## src/rtl/min_pkg.sv

```systemverilog
// Shared types and constants for the streaming minimum finder.
// Holds the controller state encoding and the default element/frame sizes.
package min_pkg;

    localparam int DEF_DATA_W  = 8;
    localparam int DEF_MAX_LEN = 16;

    // Reported as the minimum of an empty frame.
    localparam logic [DEF_DATA_W-1:0] EMPTY_MIN = '1;

    typedef enum logic [1:0] {
        IDLE,
        FIRST,
        ACC,
        DONE
    } min_state_t;

endpackage

```

## src/rtl/min2_unit.sv

```systemverilog
// Two-input unsigned min comparator, shared by the stream controller.
// Latency: purely combinational, zero cycles.
// Backpressure: none, no handshake.
module min2_unit #(
    parameter int DATA_W = 8
) (
    input  logic [DATA_W-1:0] a,
    input  logic [DATA_W-1:0] b,
    output logic [DATA_W-1:0] min,
    output logic              a_lt_b
);

    // Strict compare so ties resolve to b, the value already held.
    assign a_lt_b = (a < b);
    assign min    = a_lt_b ? a : b;

endmodule

```

## src/rtl/min_stream_ctrl.sv

```systemverilog
// Frame minimum finder: streams len values through one shared comparator.
// Latency: result valid len+1 cycles after start when the input never stalls.
// Backpressure: in_ready only while collecting; result held until out_ready.
module min_stream_ctrl
    import min_pkg::*;
#(
    parameter int DATA_W  = DEF_DATA_W,
    parameter int MAX_LEN = DEF_MAX_LEN,
    parameter int LEN_W   = $clog2(MAX_LEN + 1)
) (
    input  logic              clk,
    input  logic              rst_n,
    input  logic              start,
    input  logic [LEN_W-1:0]  len,
    input  logic              in_valid,
    input  logic [DATA_W-1:0] in_data,
    output logic              in_ready,
    output logic              out_valid,
    input  logic              out_ready,
    output logic [DATA_W-1:0] out_min,
    output logic [LEN_W-1:0]  out_idx,
    output logic              out_empty,
    output logic              busy
);

    min_state_t        state_q, state_d;
    logic [LEN_W-1:0]  rem_q;
    logic [LEN_W-1:0]  cnt_q;
    logic [DATA_W-1:0] min_q;
    logic [LEN_W-1:0]  idx_q;
    logic              empty_q;

    logic [LEN_W-1:0]  len_clamp;
    logic              last_elem;
    logic [DATA_W-1:0] cmp_min;
    logic              cmp_lt;

    assign len_clamp = (len > LEN_W'(MAX_LEN)) ? LEN_W'(MAX_LEN) : len;
    assign last_elem = (rem_q == LEN_W'(1));

    min2_unit #(
        .DATA_W (DATA_W)
    ) u_min2 (
        .a      (in_data),
        .b      (min_q),
        .min    (cmp_min),
        .a_lt_b (cmp_lt)
    );

    always_ff @(posedge clk or negedge rst_n) begin
        if (!rst_n) begin
            state_q <= IDLE;
        end else begin
            state_q <= state_d;
        end
    end

    // in_ready is asserted throughout FIRST/ACC, so in_valid alone marks an accept there.
    always_comb begin
        state_d   = state_q;
        in_ready  = 1'b0;
        out_valid = 1'b0;
        busy      = (state_q != IDLE);
        case (state_q)
            IDLE: begin
                if (start) begin
                    state_d = (len_clamp == '0) ? DONE : FIRST;
                end
            end
            FIRST, ACC: begin
                in_ready = 1'b1;
                if (in_valid) begin
                    state_d = last_elem ? DONE : ACC;
                end
            end
            DONE: begin
                out_valid = 1'b1;
                if (out_ready) begin
                    state_d = IDLE;
                end
            end
            default: state_d = IDLE;
        endcase
    end

    always_ff @(posedge clk or negedge rst_n) begin
        if (!rst_n) begin
            rem_q   <= '0;
            cnt_q   <= '0;
            min_q   <= '0;
            idx_q   <= '0;
            empty_q <= 1'b0;
        end else begin
            case (state_q)
                IDLE: begin
                    if (start) begin
                        rem_q <= len_clamp;
                        cnt_q <= '0;
                        idx_q <= '0;
                        if (len_clamp == '0) begin
                            min_q   <= {DATA_W{EMPTY_MIN[0]}};
                            empty_q <= 1'b1;
                        end else begin
                            empty_q <= 1'b0;
                        end
                    end
                end
                FIRST: begin
                    if (in_valid) begin
                        min_q <= in_data;
                        idx_q <= '0;
                        cnt_q <= LEN_W'(1);
                        rem_q <= rem_q - LEN_W'(1);
                    end
                end
                ACC: begin
                    if (in_valid) begin
                        min_q <= cmp_min;
                        if (cmp_lt) begin
                            idx_q <= cnt_q;
                        end
                        cnt_q <= cnt_q + LEN_W'(1);
                        rem_q <= rem_q - LEN_W'(1);
                    end
                end
                default: ;
            endcase
        end
    end

    assign out_min   = min_q;
    assign out_idx   = idx_q;
    assign out_empty = empty_q;

endmodule
```

## config.mk

```make
export PLATFORM = sky130hd
export DESIGN_NAME = min_stream_ctrl
export DESIGN_NICKNAME = d
export VERILOG_FILES = /design/src/rtl/min_pkg.sv /design/src/rtl/min2_unit.sv /design/src/rtl/min_stream_ctrl.sv
export SDC_FILE = /design/constraint.sdc
export NUM_CORES = 1
export LEC_CHECK = 0
export BUFFER_PORTS_ARGS = -buffer_cell sky130_fd_sc_hd__buf_4
export CORE_ASPECT_RATIO = 1.75
export CORE_UTILIZATION = 35
export DETAILED_ROUTE_END_ITERATION = 8
export GPL_TIMING_DRIVEN = 0
export PLACE_DENSITY_LB_ADDON = 0.12
export SKIP_CTS_REPAIR_TIMING = 1
export SLEW_MARGIN = 0
export SYNTH_ARGS = -nofsm -noshare
export SYNTH_HDL_FRONTEND = slang
export SYNTH_HIERARCHICAL = 1
export SYNTH_SLANG_ARGS = --single-unit
```

## constraint.sdc

```tcl
create_clock -name clk -period 3.4 [get_ports clk]
set_input_delay 0.68 -clock clk [delete_from_list [all_inputs] [get_ports clk]]
set_output_delay 0.68 -clock clk [all_outputs]
set_load 0.05 [all_outputs]
```

==> impl_metrics.json <==
{
  "max_freq_mhz": 428,
  "crit_type": "input pin to flop",
  "path_delay_family": "compound AO/OA/AOI/OAI gates",
  "multi_input_area_mm2": 0.00106,
  "die-area_mm2": 0.00545,
  "cts_buffers": 3,
  "p_per_area_mw_per_mm2": 1050,
  "cts-htree-levels": 1,
  "die_x_um": 56.3,
  "grt_pass1_wl_um": 7320,
  "path_cells": "buf_4 -> ha_1 -> nand4_1 -> o31ai_4 -> mux2_2 -> a22oi_1 -> a2bb2oi_1",
  "cp-start-kind": "input pin",
  "via_count": 1555,
  "internal_power_mw": 1.17,
  "synth_area_leader_cell": "dfrtp_1",
  "first_pass_iters": 4,
  "max-cap-violations": 0,
  "drc_errors": 0,
  "synth_edf_count": 0,
  "drt-total-wl_um": 4260,
  "drtIter0Drc": 60,
  "rsz0062_at_grt": "false",
  "critPathRequiredTime_ns": 3.53,
  "cp_max_fo": 9,
  "grt_max_degree": 27,
  "cts_max_path_buffers": 2,
  "synth_ff_type": "dfrtp_1",
  "ant_nets": 0,
  "ios": 35,
  "vdd_drop_max_uv": 624,
  "grt_antenna_before_repair": 0,
  "cp_slowest_stage_delay_ns": 0.55,
  "n_fill_cell": 513,
  "yosysTopAreaCellShare": 0.361,
  "syn_inst": 191,
  "p_leak_nw": 1.01,
  "finalCritPeriodShare": 0.688,
  "start_util": 0.362,
  "place_hpwl_um": 3300,
  "synth_common_cells": "nand2_1 (30), dfrtp_1 (26), ha_1 (14), inv_1 (14), o21ai_0 (10)",
  "worstPathArrival_ns": 2.47,
  "fp.dieH_um": 96.9,
  "finalHoldViolations": 0,
  "worstSkewPairLatency_ns": 0.28,
  "yosys-top-cells-area": "dfrtp_1 (36%), ha_1 (9.7%), nand2_1 (6.2%), mux2_2 (5.6%), a2bb2oi_1 (3.9%)",
  "synth_area_mm2": 0.00180,
  "p_clk_frac": 0.114,
  "wl_per_cell_um": 15.1,
  "n_antenna_cell": 0,
  "post-synth-top-count-cell": "nand2_1",
  "synth_async_sr_flop_share": 1.00,
  "cts.clk_slew.worst_paths_ns": 0.10,
  "drive_gt1_frac": 0.266,
  "worst_clock_skew_ns": 0.00254,
  "holdCritPathClass": "input pin to asynchronous set/reset pin",
  "fin_crit_ns": 2.34,
  "place_congestion": 0.804,
  "portBuffers": 34,
  "p_sw_mw": 1.13,
  "tns_ns": 0,
  "end_kind": "flop",
  "tightest_slew_ns": 0.766,
  "clock-sinks": 26,
  "combPwrFrac": 0.660,
  "switching_share": 0.491,
  "grt_overflow": 0,
  "pwr-share-seq": 0.226,
  "cp_slowest_cell": "o31ai_4",
  "syn_nets": 223,
  "final_nets": 262,
  "setup_viol_count_final": 0,
  "relSlewSlack": 0.489,
  "grt_pass1_vias": 1545,
  "fin_util": 0.441,
  "yosys_warnings": 6,
  "grt_usage": 0.170,
  "status": "completed",
  "area_delta_synth_final_pct": 21.9,
  "core_mm2": 0.00498,
  "synth_seq_area_share": 0.361,
  "regArea_um2": 651,
  "ys_ff_latch": 26,
  "clockRootBuffer": "clkbuf_8",
  "avgSynthCellArea_um2": 9.44,
  "cts_tree": "done",
  "report.final.slew_viol_count": 0,
  "cp_num_buf_inv": 1,
  "r2r_start": "out_min[6]$_DFFE_PN0P_",
  "vias_per_cell": 5.49,
  "rows": 34,
  "cp-startpoint": "in_data[6]",
  "yosysUniqueCellTypes": 41
}
area by class of cell:
| cell class | count | area share |
|---|---|---|
| repair buffers | 34 | 0.116 |
| well taps | 54 | 0.0308 |
| clock inverters | 1 | 0.0137 |
| clock buffers | 3 | 0.0188 |
| inverters | 14 | 0.0239 |
| multi-input cells | 143 | 0.484 |
| flip-flops and latches | 26 | 0.296 |
| plain buffers | 8 | 0.0165 |
power by group through the flow:
stage	clock network, mW	registers (mW)	logic [mW]
6_report	0.263	0.520	1.52
5_1_grt	0.281	0.542	1.67
4_1_cts	0.271	0.521	1.54
3_5_place_dp	0	0.527	1.54
3_3_place_gp	0	0.527	1.53
2_1_floorplan	0	0.689	0.981
cells in the final DEF (no fill, tap or decap), drive strengths merged, types with 2 or more instances in the layout:
cell type / instances
a21oi: 4
a22oi: 8
a2bb2oi: 8
a31oi: 2
a32oi: 2
buf: 39
clkbuf: 6
dfrtp: 26
ha: 14
inv: 14
mux2: 9
mux2i: 3
nand2: 30
nand3: 3
nand3b: 2
nand4: 3
nor2: 5
nor2b: 6
nor3: 2
nor3b: 2
nor4: 4
nor4b: 2
o211ai: 6
o21a: 2
o21ai: 14
or3b: 2
metrics by stage:
stage | area (um^2) | std cells | setup WS (ns) | power (mW) | hold slack, ns
finish | 2200 | 283 | 1.06 | 2.30 | 0.300
global route | 2200 | 283 | 0.885 | 2.50 | 0.321
CTS | 2200 | 283 | 1.04 | 2.33 | 0.307
detailed placement | 2130 | 279 | 0.727 | 2.06 | 0.464
global placement | 2130 | 279 | 0.735 | 2.05 | 0.459
floorplan | 1800 | 191 | 1.05 | 1.67 | 0.384
routing by layer:
| layer | vias up | GRT usage | wire (um) |
|---|---|---|---|
| met2 | 41 | 0.309 | 2260 |
| li1 | 773 | - | - |
| met5 | - | 0 | 0 |
| met4 | 0 | 0.0826 | 144 |
| met1 | 732 | 0.191 | 1740 |
| met3 | 9 | 0.0174 | 117 |
cell families (layout without fill, tap and decap cells):
logic type / Yosys count / in the layout / synth area share
adders and majority gates: 14 / 14 / 0.0972
DFF: 26 / 26 / 0.361
buffers and inverters: 22 / 60 / 0.0493
and+or+nand+nor: 64 / 64 / 0.191
AOI/OAI and AO/OA: 53 / 53 / 0.229
muxes: 12 / 12 / 0.0729
worst paths after layout:
path                                                to  slack [ns]  cells after the start
worst min-delay path            out_idx[3]$_DFFE_PN0P_        0.30                      1
worst max register to register  out_min[6]$_DFFE_PN0P_        1.13                      7
min in group clk                  cnt_q[4]$_DFFE_PN0P_        0.47                      1
worst min register to register    cnt_q[4]$_DFFE_PN0P_        0.47                      1
max in group asynchronous         rem_q[0]$_DFFE_PN0P_        2.84                      1
worst max-delay path            out_min[6]$_DFFE_PN0P_        1.06                      7
sequential cells by signal, summed over array words and instances, names as in the netlist:
register,cells
out_idx,5
out_empty,1
cnt_q,5
out_min,8
rem_q,5
state_q,2
(Power assumes the default switching activity.)
